File: src/rtl/serial_slave_param.sv
// Bit-serial bus slave with on-chip register memory, slave-ID decode,
// programmable read latency and incrementing burst transfers.
module serial_slave_param #(
    parameter int unsigned ADDR_WIDTH   = 12,
    parameter int unsigned DATA_WIDTH   = 8,
    parameter int unsigned MEM_DEPTH    = 256,
    parameter int unsigned SLAVE_ID     = 4'h2,
    parameter int unsigned READ_LATENCY = 2
) (
    input  logic clk,
    input  logic rstn,
    input  logic validIn,
    input  logic wren,
    input  logic Address,
    input  logic DataIn,
    output logic ready,
    output logic validOut,
    output logic DataOut
);

    localparam int unsigned MemAw  = $clog2(MEM_DEPTH);
    localparam int unsigned IdW    = ADDR_WIDTH - MemAw;
    localparam int unsigned CntLim = (ADDR_WIDTH > DATA_WIDTH) ?
        ((ADDR_WIDTH > READ_LATENCY) ? ADDR_WIDTH : READ_LATENCY) :
        ((DATA_WIDTH > READ_LATENCY) ? DATA_WIDTH : READ_LATENCY);
    localparam int unsigned CntW   = (CntLim > 2) ? $clog2(CntLim) : 1;

    typedef enum logic [2:0] {
        StIdle, StAddr, StWready, StWdata, StRlat, StRdata, StDrop
    } state_e;

    state_e                  state_q, state_d;
    logic [CntW-1:0]         cnt_q, cnt_d;
    logic                    wr_q, wr_d;
    logic                    cont_q, cont_d;
    logic [ADDR_WIDTH-2:0]   ash_q, ash_d;
    logic [MemAw-1:0]        ptr_q, ptr_d;
    logic [DATA_WIDTH-2:0]   wsh_q, wsh_d;
    logic [DATA_WIDTH-1:0]   rsh_q, rsh_d;
    logic                    ready_q, ready_d;
    logic                    valid_q, valid_d;
    logic                    dout_q, dout_d;

    logic [DATA_WIDTH-1:0]   mem [MEM_DEPTH];
    logic                    mem_we;
    logic [DATA_WIDTH-1:0]   wr_word;
    logic [DATA_WIDTH-1:0]   rd_word;
    logic [ADDR_WIDTH-1:0]   full_addr;
    logic                    id_match;
    logic                    last_addr, last_bit, last_lat;

    assign full_addr = {ash_q, Address};
    assign wr_word   = {wsh_q, DataIn};
    assign rd_word   = mem[ptr_q];
    assign last_addr = (cnt_q == CntW'(ADDR_WIDTH - 1));
    assign last_bit  = (cnt_q == CntW'(DATA_WIDTH - 1));
    assign last_lat  = (cnt_q == CntW'(READ_LATENCY - 1));

    if (IdW > 0) begin : g_id
        assign id_match = (full_addr[ADDR_WIDTH-1:MemAw] == IdW'(SLAVE_ID));
    end else begin : g_no_id
        assign id_match = 1'b1;
    end

    always_ff @(posedge clk or negedge rstn) begin
        if (!rstn) begin
            state_q <= StIdle;
            cnt_q   <= '0;
            wr_q    <= 1'b0;
            cont_q  <= 1'b0;
            ash_q   <= '0;
            ptr_q   <= '0;
            wsh_q   <= '0;
            rsh_q   <= '0;
            ready_q <= 1'b0;
            valid_q <= 1'b0;
            dout_q  <= 1'b0;
        end else begin
            state_q <= state_d;
            cnt_q   <= cnt_d;
            wr_q    <= wr_d;
            cont_q  <= cont_d;
            ash_q   <= ash_d;
            ptr_q   <= ptr_d;
            wsh_q   <= wsh_d;
            rsh_q   <= rsh_d;
            ready_q <= ready_d;
            valid_q <= valid_d;
            dout_q  <= dout_d;
        end
    end

    // Storage is deliberately outside the reset domain: contents survive rstn.
    always_ff @(posedge clk) begin
        if (mem_we) begin
            mem[ptr_q] <= wr_word;
        end
    end

    always_comb begin
        state_d = state_q;
        unique case (state_q)
            StIdle:   if (validIn) state_d = StAddr;
            StAddr: begin
                if (!validIn) begin
                    state_d = StIdle;
                end else if (last_addr) begin
                    if (!id_match)                state_d = StDrop;
                    else if (wr_q)                state_d = StWready;
                    else if (READ_LATENCY == 0)   state_d = StRdata;
                    else                          state_d = StRlat;
                end
            end
            StWready: state_d = StWdata;
            // Before the first word the master may stall indefinitely; later a
            // low validIn on a word boundary or mid-word ends the transfer.
            StWdata:  if (!validIn && (cnt_q != '0 || cont_q)) state_d = StIdle;
            StRlat:   if (last_lat) state_d = StRdata;
            StRdata:  if (cnt_q == '0 && cont_q && !validIn) state_d = StIdle;
            StDrop:   if (!validIn) state_d = StIdle;
            default:  state_d = StIdle;
        endcase
    end

    always_comb begin
        cnt_d   = cnt_q;
        wr_d    = wr_q;
        cont_d  = cont_q;
        ash_d   = ash_q;
        ptr_d   = ptr_q;
        wsh_d   = wsh_q;
        rsh_d   = rsh_q;
        ready_d = (state_d == StWready);
        valid_d = 1'b0;
        dout_d  = 1'b0;
        mem_we  = 1'b0;
        unique case (state_q)
            StIdle: begin
                cnt_d  = '0;
                cont_d = 1'b0;
                if (validIn) wr_d = wren;
            end
            StAddr: begin
                if (validIn) begin
                    ash_d = full_addr[ADDR_WIDTH-2:0];
                    if (last_addr) begin
                        cnt_d = '0;
                        ptr_d = full_addr[MemAw-1:0];
                    end else begin
                        cnt_d = cnt_q + CntW'(1);
                    end
                end
            end
            StWready: cnt_d = '0;
            StWdata: begin
                if (validIn) begin
                    wsh_d = wr_word[DATA_WIDTH-2:0];
                    if (last_bit) begin
                        mem_we = 1'b1;
                        cnt_d  = '0;
                        cont_d = 1'b1;
                        ptr_d  = ptr_q + MemAw'(1);
                    end else begin
                        cnt_d = cnt_q + CntW'(1);
                    end
                end
            end
            StRlat: cnt_d = last_lat ? '0 : cnt_q + CntW'(1);
            StRdata: begin
                if (state_d == StRdata) begin
                    valid_d = 1'b1;
                    if (cnt_q == '0) begin
                        dout_d = rd_word[DATA_WIDTH-1];
                        rsh_d  = {rd_word[DATA_WIDTH-2:0], 1'b0};
                    end else begin
                        dout_d = rsh_q[DATA_WIDTH-1];
                        rsh_d  = {rsh_q[DATA_WIDTH-2:0], 1'b0};
                    end
                    if (last_bit) begin
                        cnt_d  = '0;
                        cont_d = 1'b1;
                        ptr_d  = ptr_q + MemAw'(1);
                    end else begin
                        cnt_d = cnt_q + CntW'(1);
                    end
                end
            end
            StDrop: cnt_d = '0;
            default: cnt_d = '0;
        endcase
    end

    assign ready    = ready_q;
    assign validOut = valid_q;
    assign DataOut  = dout_q;

endmodule

File: config.mk
export PLATFORM = sky130hd
export DESIGN_NAME = serial_slave_param
export DESIGN_NICKNAME = d
export VERILOG_FILES = /design/src/rtl/serial_slave_param.sv
export SDC_FILE = /design/constraint.sdc
export NUM_CORES = 2
export LEC_CHECK = 0
export CORE_MARGIN = 5
export CORE_UTILIZATION = 40
export CTS_CLUSTER_SIZE = 24
export DETAILED_ROUTE_END_ITERATION = 12
export DONT_BUFFER_PORTS = 1
export SYNTH_ARGS = -nofsm -noshare
export SYNTH_HDL_FRONTEND = slang
export SYNTH_SLANG_ARGS = --single-unit
File: constraint.sdc
create_clock -name clk -period 5.7 [get_ports clk]
set_clock_uncertainty 0.15 [all_clocks]
set_input_delay 1.14 -clock clk [delete_from_list [all_inputs] [get_ports clk]]
set_output_delay 1.14 -clock clk [all_outputs]
set_load 0.01 [all_outputs]
; ---- Word-level counts from Yosys, hierarchy flattened
; Memories as Yosys holds them, arrays and structs flattened.
; Index checks and enable logic that the tools add are counted.
; Widths: inputs -> output; s select.
[op_classes]
reduce_logical = 17
mux = 38
eq_ne = 16
n_addsub = 2
[ops]
columns = op, count
row1 = $mux 8, 6
row2 = $mux 3, 9
row3 = $mux 4, 6
row4 = $pmux 8 s3, 1
row5 = $pmux 3 s7, 1
row6 = $pmux 4 s4, 1
row7 = $mux 1, 13
row8 = $eq 3x3->1 const B, 4
row9 = $eq 3x2->1 const B, 3
row10 = $add 8x1->8 const B, 1
row11 = $ne 2x2->1 const B, 4
row12 = $reduce_and 2->1, 4
row13 = $reduce_and 3->1, 2
row14 = $reduce_bool 3->1, 2
row15 = $reduce_and 5->1, 1
row16 = $add 4x1->4 const B, 1
row17 = $eq 4x1->1 const B, 1
row18 = $eq 4x2->1 const B, 1
row19 = $eq 4x3->1 const B, 1
row20 = $eq 4x4->1 const B, 1
row21 = $logic_not 4->1, 1
row22 = $reduce_bool 4->1, 1
row23 = $eq 3x1->1 const B, 1
row24 = $logic_and 1x1->1, 3
row25 = other kinds (4), 4
[totals]
mem_bits_rw = 2048
n_memories = 1
inputBits = 6
output_inout_bits = 3
ff_bits = 46
[memory_table]
columns = name, words, width, rd, rd_ports_with_merged_regs, wr, line
row1 = mem, 256, 8, 1, 0, 1, 44  ; logic [DATA_WIDTH-1:0] mem [MEM_DEPTH];

; ---- Longest topological paths before layout
[logic_depth]
word_depth = 8
depth_mapped = 13
depth_no_buf = 9

; ---- Worst setup path before layout
; Ideal clock, no wire load.
[synth_path]
path_type = reg2reg
startpoint = register wsh_q[0]
endpoint = memory mem[0][1], data pin
setup_slack_ns = 1.554
path_stages_with_launch = 1
arrival_time_ns = 3.191
period_less_slack_ns = 4.146
cell_sequence = dfrtp_1
[synth_lines]
columns = item, line
row1 = start: declaration, 38  ; logic [DATA_WIDTH-2:0] wsh_q, wsh_d;
row2 = start signal: assignment, 85  ; wsh_q <= wsh_d;
row3 = end: declaration, 44
; No word-level cell before the write port.

; ---- Worst setup path in the final report
[layout_path]
startpoint = register cnt_q[0]
endpoint = memory mem[250][5], enable pin
[layout_between]
elab_chain_cells = 6
[layout_rtl]
columns = item, line
row1 = start: declaration, 33  ; logic [CntW-1:0] cnt_q, cnt_d;
row2 = start signal: assignment, 80  ; cnt_q <= cnt_d;
row3 = $eq 4x3->1, 56  ; assign last_bit = (cnt_q == CntW'(DATA_WIDTH - 1));
row4 = $mux 1, 158  ; if (last_bit) begin
row5 = $mux 1, 156  ; if (validIn) begin
row6 = $mux 1, 137  ; unique case (state_q)
row7 = $mux 1, 95  ; if (mem_we) begin
row8 = $mux 1 (not written as such), 96  ; mem[ptr_q] <= wr_word;
; Every way passes these cells.

==> qor.yml <==
status: "finished, final reports clean"
grt_pass1_wl_um: 321000
place_congestion: 0.873
r2r-start: "cnt_q[0]"
rows: 166
hp-class: "in2reg"
crit_start: "cnt_q[0]"
p_leak_nw: 27.2
viasPerCell: 5.96
max_cap_violations: 0
numPortBuffers: 0
vias: 42400
clockRootBuffer: "clkbuf_16"
final_core_util_pct: 45.1
fp.dieH_um: 464
worstHoldStart: "Address"
drive_above_1_share_pct: 21.5
antenna_found_initial: 4
areaGrowthSynthToFinish_pct: 12.0
worst_pin_slew_ps: 1430
numClockSinks: 2093
synth_xor_area_share_pct: 0.0106
ir_worst_vdd_uv: 346
hold_buffers: 2
endpoint_kind: "flip-flop"
ys_ff_latch: 2093
start_kind: "flip-flop"
required_ps: 6000
synthCells: 4136
wire_per_inst_um: 32.0
htree_levels: 4
yosys.area_share.simple_pct: 3.60
ys_warn_count: 0
finalSetupViolCount: 0
final_nets: 4268
drv_slew: 0
cts_resized: 0
whs_ps: 252
ios: 9
finalHoldViolCount: 0
drt-initial-drc-count: 5783
synthFlopType: "edfxtp_1"
core_region_area_mm2: 0.205
synth.avg_cell_area_um2: 19.9
post_cts_buffers: 0
grt_usage_pct: 20.8
grt_pass1_vias: 41600
die_w_um: 464
synthArstFlopShare_pct: 2.15
synth_compound_area_share_pct: 3.72
cts.clk_slew.worst_paths_ps: 60
numCtsBuffers: 200
dpl-instance-area_mm2: 0.0857
post-route-min-period_ps: 4410
slew_headroom_pct: 4.50
fin_tns_setup_ps: 0
synth_nets: 4149
syn-cell-area_mm2: 0.0823
grt_overflow_total: 0
max_freq_mhz: 227
start_util_pct: 40.2
cts_tree: "done"
synthMuxAreaShare_pct: 14.4
clock_latency_ps: 850
grt_start_max_net_pins: 258
drt-total-wl_um: 227000
drc: 0
rsz0062_at_grt: "no"
synth_seq_area_share_pct: 76.1
antenna_left: 0
path_class: "reg2reg"
powerDensity_mw_per_mm2: 385
cts.path.max_buffers: 3
hpwl_um: 138000
ys_types: 78
synth_edf_count: 2048
synth_top_family_by_area: "multiplexers"
cp_max_fo: 15
post-route-period-util_pct: 77.4
first_pass_iters: 6
final_area_mm2: 0.0922
die_area_mm2: 0.215
arrival_ps: 4710
synth_fa_ha_area_share_pct: 0.106
-- state kept, by name, indices dropped and copies added, names as in the netlist --
| name | flops |
|---|---|
| ash_q | 11 |
| ptr_q | 8 |
| cnt_q | 4 |
| rsh_q | 7 |
| cont_q | 1 |
| wr_q | 1 |
| wsh_q | 7 |
| state_q | 3 |
| DataOut | 1 |
| ready | 1 |
| validOut | 1 |
| mem | 2048 |
-- Yosys cell counts, drive strengths merged (5+ instances only) --
| library cell | instances | share of area, % |
|---|---|---|
| nand3 | 46 | 0.28 |
| o311ai | 6 | 0.082 |
| a31oi | 23 | 0.17 |
| o32ai | 6 | 0.064 |
| clkbuf | 97 | 0.44 |
| dfrtp | 45 | 1.4 |
| a21oi | 92 | 0.56 |
| a211oi | 22 | 0.20 |
| edfxtp | 2048 | 75 |
| o22ai | 33 | 0.25 |
| o221ai | 13 | 0.15 |
| or4 | 6 | 0.055 |
| nand2 | 165 | 0.75 |
| mux2 | 27 | 0.37 |
| a22o | 11 | 0.12 |
| o22a | 7 | 0.074 |
| o21ai | 39 | 0.24 |
| ha | 7 | 0.11 |
| nand4 | 14 | 0.11 |
| nand3b | 6 | 0.055 |
| nor2 | 329 | 1.5 |
| or3 | 14 | 0.11 |
| or2 | 6 | 0.046 |
| nor2b | 17 | 0.13 |
| a22oi | 122 | 1.1 |
| nand4b | 5 | 0.053 |
| mux2i | 212 | 2.6 |
| buf | 157 | 1.6 |
| nor3 | 25 | 0.15 |
| a2111oi | 6 | 0.071 |
| a221oi | 14 | 0.16 |
| o211ai | 17 | 0.16 |
| nand2b | 10 | 0.076 |
| o31ai | 6 | 0.055 |
| nor4 | 5 | 0.038 |
| mux4 | 416 | 11 |
| inv | 11 | 0.050 |
-- worst max-delay path, stage by stage (launching register included) --
cell,delay (ps)
dfrtp_1,430
ha_1,270
nand3_1,190
or3_1,750
nor2_1,770
nand2_1,640
nor2_1,790
-- power breakdown --
| group | internal (mW) | total (mW) | switching (mW) |
|---|---|---|---|
| sequential | 16.8 | 17.0 | 0.253 |
| combinational | 1.86 | 5.40 | 3.54 |
| clock | 7.29 | 13.0 | 5.75 |
| total | 25.9 | 35.5 | 9.55 |
-- per-layer routing --
layer	routed length (um)	part of all wire, %	vias to the layer above	global-route usage, %
met4	8590	3.8	0	7.47
li1	-	-	17200	-
met5	0	0	-	0
met2	106000	47	2171	32.2
met1	92200	41	22600	29.6
met3	20600	9.1	380	3.94
-- cell families (layout without fill, tap and decap cells) --
family	count (synthesis)	in the layout
compound gates	440	440
fa+ha+maj	7	7
flops	2093	2093
other cells	0	2
xor+xnor	1	1
simple gates	672	672
mux	655	655
buf+inv	268	548
-- layout by cell type, fill, tap and decap left out, types with 23 or more instances in the layout --
cell,instances
edfxtp_1,2048
a21oi_1,92
mux4_2,411
nor2_1,324
buf_12,28
o22ai_1,33
o21ai_0,35
clkbuf_16,203
nand2_1,163
mux2_2,27
mux2i_1,212
clkinv_2,36
clkinv_1,34
buf_4,141
a31oi_1,23
dfrtp_1,31
a22oi_1,122
clkbuf_1,44
nor3_1,23
nand3_1,44
-- area by class of cell --
cell class | instances | area (um^2)
fill | 17000 | 112000
clock buffer | 251 | 5300
inverter | 14 | 53.8
multi-input combinational | 1775 | 18000
sequential | 2093 | 62700
tap | 2688 | 3360
timing repair buffer | 171 | 1660
antenna | 2 | 5.00
clock inverter | 112 | 1090
-- per-stage QoR --
step	power [mW]	setup slack (ps)	cells
after detailed placement	22.7	979	6739
after global routing	36.4	1210	7104
after CTS	35.5	1350	7104
after global placement	22.7	1030	6739
final	35.5	1290	7106
after floorplan	20.6	1550	4136
-- final timing paths --
kind	endpoint	slack (ps)	depth (start not counted)
max	mem[250][5]	1290	6
max in group asynchronous	ptr_q[0]	4460	2
min reg2reg	ash_q[9]	360	2
min	ash_q[0]	250	2
max reg2reg	mem[250][5]	1290	6
min in group asynchronous	wsh_q[4]	650	2
(Power assumes the default switching activity.)
